**config.mk**
```make
export PLATFORM = sky130hd
export DESIGN_NAME = dom_rand_supplier
export DESIGN_NICKNAME = d
export VERILOG_FILES = /design/src/rtl/dom_rand_supplier.sv
export SDC_FILE = /design/constraint.sdc
export NUM_CORES = 1
export LEC_CHECK = 0
export BUFFER_PORTS_ARGS = -buffer_cell sky130_fd_sc_hd__buf_2
export CAP_MARGIN = 15
export CELL_PAD_IN_SITES_DETAIL_PLACEMENT = 0
export CELL_PAD_IN_SITES_GLOBAL_PLACEMENT = 1
export CORE_UTILIZATION = 45
export DETAILED_ROUTE_END_ITERATION = 10
export PLACE_DENSITY = 0.86
export REMOVE_ABC_BUFFERS = 1
export SYNTH_ARGS = -nofsm -noshare
export SYNTH_HDL_FRONTEND = slang
export SYNTH_SLANG_ARGS = --single-unit
```
**constraint.sdc**
```tcl
create_clock -name ClkxCI -period 6.15 [get_ports ClkxCI]
set_input_delay 0.615 -clock ClkxCI [delete_from_list [all_inputs] [get_ports ClkxCI]]
set_output_delay 0.615 -clock ClkxCI [all_outputs]
set_load 0.005 [all_outputs]
```
**src/rtl/dom_rand_supplier.sv**
```systemverilog
// Fresh-randomness source for the DOM GF(2^2) multipliers: a 64-bit LFSR with seed
// handshake, warm-up and reseed interval, emitting packed Z (remask) and B (blinding) words.
module dom_rand_supplier #(
    parameter int unsigned SHARES          = 2,
    parameter int unsigned WARMUP          = 64,
    parameter int unsigned RESEED_INTERVAL = 1024
) (
    input  logic                                ClkxCI,
    input  logic                                RstxRI,
    input  logic [63:0]                         SeedxDI,
    input  logic                                SeedValidxSI,
    output logic                                SeedReadyxSO,
    output logic                                NeedSeedxSO,
    output logic [SHARES*(SHARES-1)-1:0]        _ZxDO,
    output logic [2*SHARES-1:0]                 _BxDO,
    output logic                                RandValidxSO,
    input  logic                                RandReadyxSI
);

    localparam int unsigned SZ = SHARES * (SHARES - 1);
    localparam int unsigned SB = 2 * SHARES;
    localparam int unsigned RW = SZ + SB;
    localparam int unsigned CW = $clog2(RESEED_INTERVAL + 1);
    localparam int unsigned WW = (WARMUP < 1) ? 1 : $clog2(WARMUP + 1);

    typedef enum logic [1:0] {
        S_IDLE = 2'd0,
        S_WARM = 2'd1,
        S_RUN  = 2'd2
    } state_t;

    state_t          r_state,     w_state;
    logic [63:0]     r_lfsr,      w_lfsr;
    logic [CW-1:0]   r_word_cnt,  w_word_cnt;
    logic [WW-1:0]   r_warm_cnt,  w_warm_cnt;
    logic [SZ-1:0]   r_z,         w_z;
    logic [SB-1:0]   r_b,         w_b;
    logic            r_valid,     w_valid;
    logic            r_need_seed, w_need_seed;
    logic [63:0]     w_adv;

    // One advance: RW unrolled LFSR steps.
    function automatic logic [63:0] f_advance(input logic [63:0] s);
        logic [63:0] t;
        t = s;
        for (int i = 0; i < int'(RW); i++) begin
            t = {t[62:0], t[63] ^ t[62] ^ t[60] ^ t[59]};
        end
        return t;
    endfunction

    assign w_adv = f_advance(r_lfsr);

    always_comb begin
        w_state     = r_state;
        w_lfsr      = r_lfsr;
        w_word_cnt  = r_word_cnt;
        w_warm_cnt  = r_warm_cnt;
        w_z         = r_z;
        w_b         = r_b;
        w_valid     = r_valid;

        case (r_state)
            S_WARM: begin
                if (r_warm_cnt == WW'(WARMUP)) begin
                    w_state = S_RUN;
                end else begin
                    w_lfsr     = w_adv;
                    w_warm_cnt = r_warm_cnt + WW'(1);
                end
            end
            S_RUN: begin
                if (!r_valid) begin
                    w_lfsr  = w_adv;
                    w_z     = w_adv[SZ-1:0];
                    w_b     = w_adv[RW-1:SZ];
                    w_valid = 1'b1;
                end else if (RandReadyxSI) begin
                    w_word_cnt = r_word_cnt + CW'(1);
                    if (r_word_cnt == CW'(RESEED_INTERVAL - 1)) begin
                        // Seed exhausted: drop the stream until a new seed arrives.
                        w_valid = 1'b0;
                        w_z     = '0;
                        w_b     = '0;
                        w_state = S_IDLE;
                    end else begin
                        w_lfsr  = w_adv;
                        w_z     = w_adv[SZ-1:0];
                        w_b     = w_adv[RW-1:SZ];
                        w_valid = 1'b1;
                    end
                end
            end
            default: begin
            end
        endcase

        // A seed offer always wins and aborts whatever word is pending.
        if (SeedValidxSI) begin
            w_lfsr     = (SeedxDI == 64'h0) ? 64'h1 : SeedxDI;
            w_word_cnt = '0;
            w_warm_cnt = '0;
            w_valid    = 1'b0;
            w_z        = '0;
            w_b        = '0;
            w_state    = S_WARM;
        end

        w_need_seed = (w_state == S_IDLE);
    end

    always_ff @(posedge ClkxCI) begin
        if (RstxRI) begin
            r_state     <= S_IDLE;
            r_lfsr      <= 64'h0;
            r_word_cnt  <= '0;
            r_warm_cnt  <= '0;
            r_z         <= '0;
            r_b         <= '0;
            r_valid     <= 1'b0;
            r_need_seed <= 1'b1;
        end else begin
            r_state     <= w_state;
            r_lfsr      <= w_lfsr;
            r_word_cnt  <= w_word_cnt;
            r_warm_cnt  <= w_warm_cnt;
            r_z         <= w_z;
            r_b         <= w_b;
            r_valid     <= w_valid;
            r_need_seed <= w_need_seed;
        end
    end

    assign SeedReadyxSO = 1'b1;
    assign NeedSeedxSO  = r_need_seed;
    assign _ZxDO        = r_z;
    assign _BxDO        = r_b;
    assign RandValidxSO = r_valid;

endmodule

```
; ---- Yosys cells after proc, flatten, opt, wreduce, memory -nomap -nowiden
; Index checks and enable logic that the tools add are counted.
[word_totals]
ff_bits = 92
[classes]
n_reduce_logical = 8
n_addsub = 2
mux = 22
eq_ne = 8
n_bitwise = 19
[op_table]
columns = operator, n
row1 = 64-bit two-way mux, 6
row2 = 64-bit case mux with 2 select lines, 1
row3 = 64-bit logical NOT, 1
row4 = 1-bit bitwise XOR, 18
row5 = 2-bit two-way mux, 8
row6 = 4-bit two-way mux, 3
row7 = "11-bit by 1-bit adder with 11-bit output, second input constant", 1
row8 = "11-bit by 10-bit equality test with 1-bit output, second input constant", 1
row9 = "4-bit inequality test, second input constant", 2
row10 = "7-bit by 1-bit adder with 7-bit output, second input constant", 1
row11 = "7-bit equality test, second input constant", 1
row12 = 2-bit case mux with 2 select lines, 1
row13 = 2-bit AND reduction, 2
row14 = 4-bit AND reduction, 1
row15 = 1-bit two-way mux, 3
row16 = "3-bit inequality test, second input constant", 1
row17 = 3-bit AND reduction, 1
row18 = 3-bit nonzero test, 1
row19 = "2-bit by 1-bit equality test with 1-bit output, second input constant", 1
row20 = "2-bit equality test, second input constant", 1
row21 = 2-bit logical NOT, 1
row22 = "2-bit inequality test, second input constant", 1
row23 = 2-bit OR reduction, 1
row24 = 1-bit inverter, 1

; ---- Depth between registers and ports, before layout
[logic_depth]
ltp_word = 8
ltp_mapped = 9
ltp_nobuf = 7

; ---- Worst setup path after synthesis
; OpenSTA, ideal clock, no wires.
[synth_path]
kind = register to register
startpoint = reg r_word_cnt[0]
endpoint = reg r_lfsr[7]
setup_slack_ns = 4.099
t_arrival_ns = 1.936
setup_ns = 0.114
n_path_buf = 2
required_time_ns = 6.036
path_stages_with_launch = 9
path_cell_list = dfxtp_1 > ha_1 > and4b_1 > a31o_2 > a2bb2oi_2 > buf_6 > clkbuf_1 > nor3_1 > a2111oi_0
[synth_between]
elab_chain_len = 3
[synth_lines]
columns = item, line_no
row1 = "start, declared", 34  ; logic [CW-1:0] r_word_cnt, w_word_cnt;
row2 = "start signal, assigned", 125  ; r_word_cnt <= w_word_cnt;
row3 = 11-bit by 10-bit equality test with 1-bit output, 80  ; if (r_word_cnt == CW'(RESEED_INTERVAL - 1)) begin
row4 = 4-bit inequality test (no source line), n/a
row5 = 4-bit AND reduction (no source line), n/a
row6 = "end signal, assigned", 124  ; r_lfsr <= w_lfsr;
row7 = "end, declared", 33  ; logic [63:0] r_lfsr, w_lfsr;
; Every way passes these cells.
; A chain may end at the register's enable or synchronous reset.

; ---- Worst setup path after layout
[layout_path]
startpoint = reg r_word_cnt[0]
endpoint = reg r_lfsr[28]
; Same word-level chain as after synthesis.

==> run summary <==
## Status
- **run status** finished, final reports clean

## Timing
- **setup TNS after final layout** 0 ns
- **post-layout min period** 3.37 ns
- **final hold violations** 0
- **max-slew violation count** 0
- **Fmax achieved** 297 MHz
- **Fin Clk Skew** 0.0105 ns
- **remaining max-slew budget at the tightest pin** 0.296
- **Period Utilization, post-route** 0.547
- **final number of setup-violating endpoints** 0
- **RSZ-0062 raised after global routing** false
- **min setup slack post-route** 2.78 ns
- **Tightest Pin Transition** 1.05 ns

## Global route
- **GRT Util Overall** 0.199
- **sum of overflow across all layers after global routing** 0
- **antenna violations before repair** 0
- **maximum number of pins on one net before global-route repair** 123
- **global-route wire length before repair** 17.5 mm
- **vias in the first global route** 3612

## Detailed routing
- **residual DRC count** 0
- **per-cell via count in the routed design** 5.55
- **number of routed nets with antenna violations** 0
- **number of search-and-repair iterations in the first detailed-routing pass** 4
- **total number of vias** 3965
- **total wire length after detailed routing** 10.6 mm
- **average wire per cell in the routed design** 14.9 um
- **DRT iter0 DRCs** 230

## Critical path
- **category of the critical setup timing path** flip-flop to flip-flop
- **maximum fanout along the worst path** 90
- **reg2reg path depth** 7
- **crit path capture type** flip-flop
- **kind of start point of the critical path** flip-flop
- **RR Endpoint** r_lfsr[28]$_SDFFE_PP0P_
- **data arrival time of the critical path** 3.59 ns
- **worst reg2reg path startpoint** r_word_cnt[0]$_SDFFE_PP0P_
- **end point of the critical path** r_lfsr[28]$_SDFFE_PP0P_
- **Required @ worst endpoint** 6.38 ns
- **register-to-register setup slack** 2.78 ns
- **launch point of the critical path** r_word_cnt[0]$_SDFFE_PP0P_

## Synthesis
- **share of Yosys cell area claimed by the top area cell type** 0.393
- **ys flop type** dfxtp_1
- **xor and xnor area share after synthesis** 0.0504
- **Post-Synth Adder-Cell Area** 0.0133
- **count of distinct cell types in the synthesized netlist** 40
- **sequential area share after synthesis** 0.393
- **multiplexer fraction of the synthesized cell area** 0.00213
- **cells after synthesis** 534
- **combinational family with the most area after synthesis** simple AND/OR/NAND/NOR gates
- **async set-reset flop share out of synthesis** 0
- **average footprint of a synthesized cell** 8.78 um^2
- **fraction of the mapped netlist area in compound gates** 0.187
- **count of yosys warnings during synthesis** 0
- **leading area contributor after synthesis** dfxtp_1
- **cell types occupying the most area after synthesis** dfxtp_1, a2111oi_1, nor2b_1
- **post-synth design cell area** 4690 um^2
- **number of storage elements in the synthesis netlist** 92
- **post-synthesis simple-gate area fraction** 0.293
- **EDFF count, synth** 0

## Final layout
- **net total in the final layout** 650
- **leading cell types in the layout, fill and taps excluded** dfxtp_1, nor2_1, buf_2, nor3_1, nor2b_1
- **post-synthesis to final-layout area growth** 12.5%
- **Final Core Density** 0.530
- **fraction of final layout cells with drive strength greater than 1** 0.203
- **total inserted antenna cells** 0
- **most common library cell in the layout ignoring fill and taps** dfxtp_1

## CTS
- **TritonCTS Buffers** 9
- **worst-skew pair later-pin latency** 0.36 ns
- **CTS clock-pin slew for the worst setup and hold paths** 0.10 ns
- **root cell of the clock tree** clkbuf_8
- **Post-CTS Hold Buffers** 0
- **CTS H-tree lvls** 3
- **PostCTS Resize Cnt** 0
- **buffer depth of the longest clock path** 2
- **clock sinks** 92
- **CTS tree** done
- **number of post-CTS setup repair buffers** 0

## Floorplanning
- **I/O pin cnt** 77
- **number of placement rows** 36
- **starting density of the core** 0.471
- **floorplan die height** 104 um
- **core footprint** 9950 um^2
- **DIE AREA** 10800 um^2
- **horizontal die dimension** 104 um

## Run
- **Max-Cap Viols** 0

## Placed design
- **placer congestion estimate** 0.779
- **half-perimeter wire length after placement** 7.33 mm
- **Worst Setup Slack post-DPL** 2.84 ns
- **Port Buf Inserts** 75

## Hold path
- **worst hold path type** flip-flop to flip-flop

## Power and ir drop
- **total power per unit cell area** 255 nW/um^2
- **Lkg Pwr** 0.00189 uW
- **worst supply voltage drop on vdd** 180 uV

area by class of cell:
class / instances / area [um^2]
clock inverter: 5 / 83.8
inverter: 12 / 45.0
multi-input combinational: 383 / 2580
tap: 133 / 166
sequential: 92 / 1840
clock buffer: 11 / 151
timing repair buffer: 79 / 412
fill: 942 / 4680
state kept, by name (all words and copies together), names as in the netlist:
signal / cells
r_lfsr: 64
r_word_cnt: 11
r_warm_cnt: 7
_BxDO: 4
_ZxDO: 2
r_state: 2
NeedSeedxSO: 1
RandValidxSO: 1
power breakdown:
part	switching, uW	total, uW	internal (uW)
Sequential	24.4	660	636
Clock	219	471	252
Combinational	124	214	90.4
routing by layer:
layer	track usage	up-vias	share of wire
met5	0	-	0
met4	0.0500	0	0.012
met3	0.0382	9	0.045
met2	0.319	91	0.47
met1	0.274	1834	0.48
li1	-	2031	-
cells in the mapped netlist, types with 2 or more instances:
master / count
xnor2_1: 14
a2111oi_1: 37
nor2b_1: 54
o211ai_1: 5
and2_1: 3
a2111oi_2: 19
or4b_1: 5
o21ai_0: 4
or3_1: 2
clkbuf_1: 37
inv_1: 12
xor2_1: 13
buf_4: 2
buf_6: 7
nand3_1: 6
and3_1: 2
a22o_1: 6
ha_1: 5
dfxtp_1: 92
nor4_1: 18
nor2_1: 79
nand4_1: 9
nor3_1: 62
nand2_1: 13
a2111oi_0: 3
a21oi_1: 6
nor3b_1: 6
through the flow:
stage	instance area, um^2	cells	total power, uW	hold WS (ns)
finish	5280	715	1350	0.499
CTS	5270	714	1350	0.500
global placement	5030	698	882	0.467
detailed placement	5030	698	886	0.478
global route	5280	715	1400	0.525
floorplan	4450	487	803	0.454
worst max-delay path, cell delays in order, from the launching register on:
cell       delay (ns)
dfxtp_1          0.34
ha_1             0.22
and4b_1          0.23
a31o_2           0.28
a2bb2oi_4        0.78
buf_4            0.81
nor3_1           0.10
a2111oi_1        0.43
how the worst min path moves through the flow:
| stage | from | end | slack [ns] | depth (start not counted) |
|---|---|---|---|---|
| global route | r_warm_cnt[6]$_SDFFE_PP0P_ | r_warm_cnt[6]$_SDFFE_PP0P_ | 0.53 | 2 |
| CTS | _BxDO[3]$_SDFFE_PP0P_ | _BxDO[3]$_SDFFE_PP0P_ | 0.50 | 1 |
| global placement | r_warm_cnt[6]$_SDFFE_PP0P_ | r_warm_cnt[6]$_SDFFE_PP0P_ | 0.47 | 2 |
| finish | r_warm_cnt[6]$_SDFFE_PP0P_ | r_warm_cnt[6]$_SDFFE_PP0P_ | 0.50 | 2 |
| detailed placement | _BxDO[3]$_SDFFE_PP0P_ | _BxDO[3]$_SDFFE_PP0P_ | 0.48 | 1 |
| floorplan | r_warm_cnt[6]$_SDFFE_PP0P_ | r_warm_cnt[6]$_SDFFE_PP0P_ | 0.45 | 2 |
logic make-up (layout without fill, tap and decap cells):
logic type	count (synthesis)	after routing
XOR/XNOR	27	27
adder cells (fa/ha/maj)	5	5
buffers and inverters	59	107
multiplexers	1	1
AO/OA/AOI/OAI	85	85
flip-flops	92	92
AND/OR/NAND/NOR	264	264
other	1	1
No activity file was read; power rests on OpenSTA's default activity.
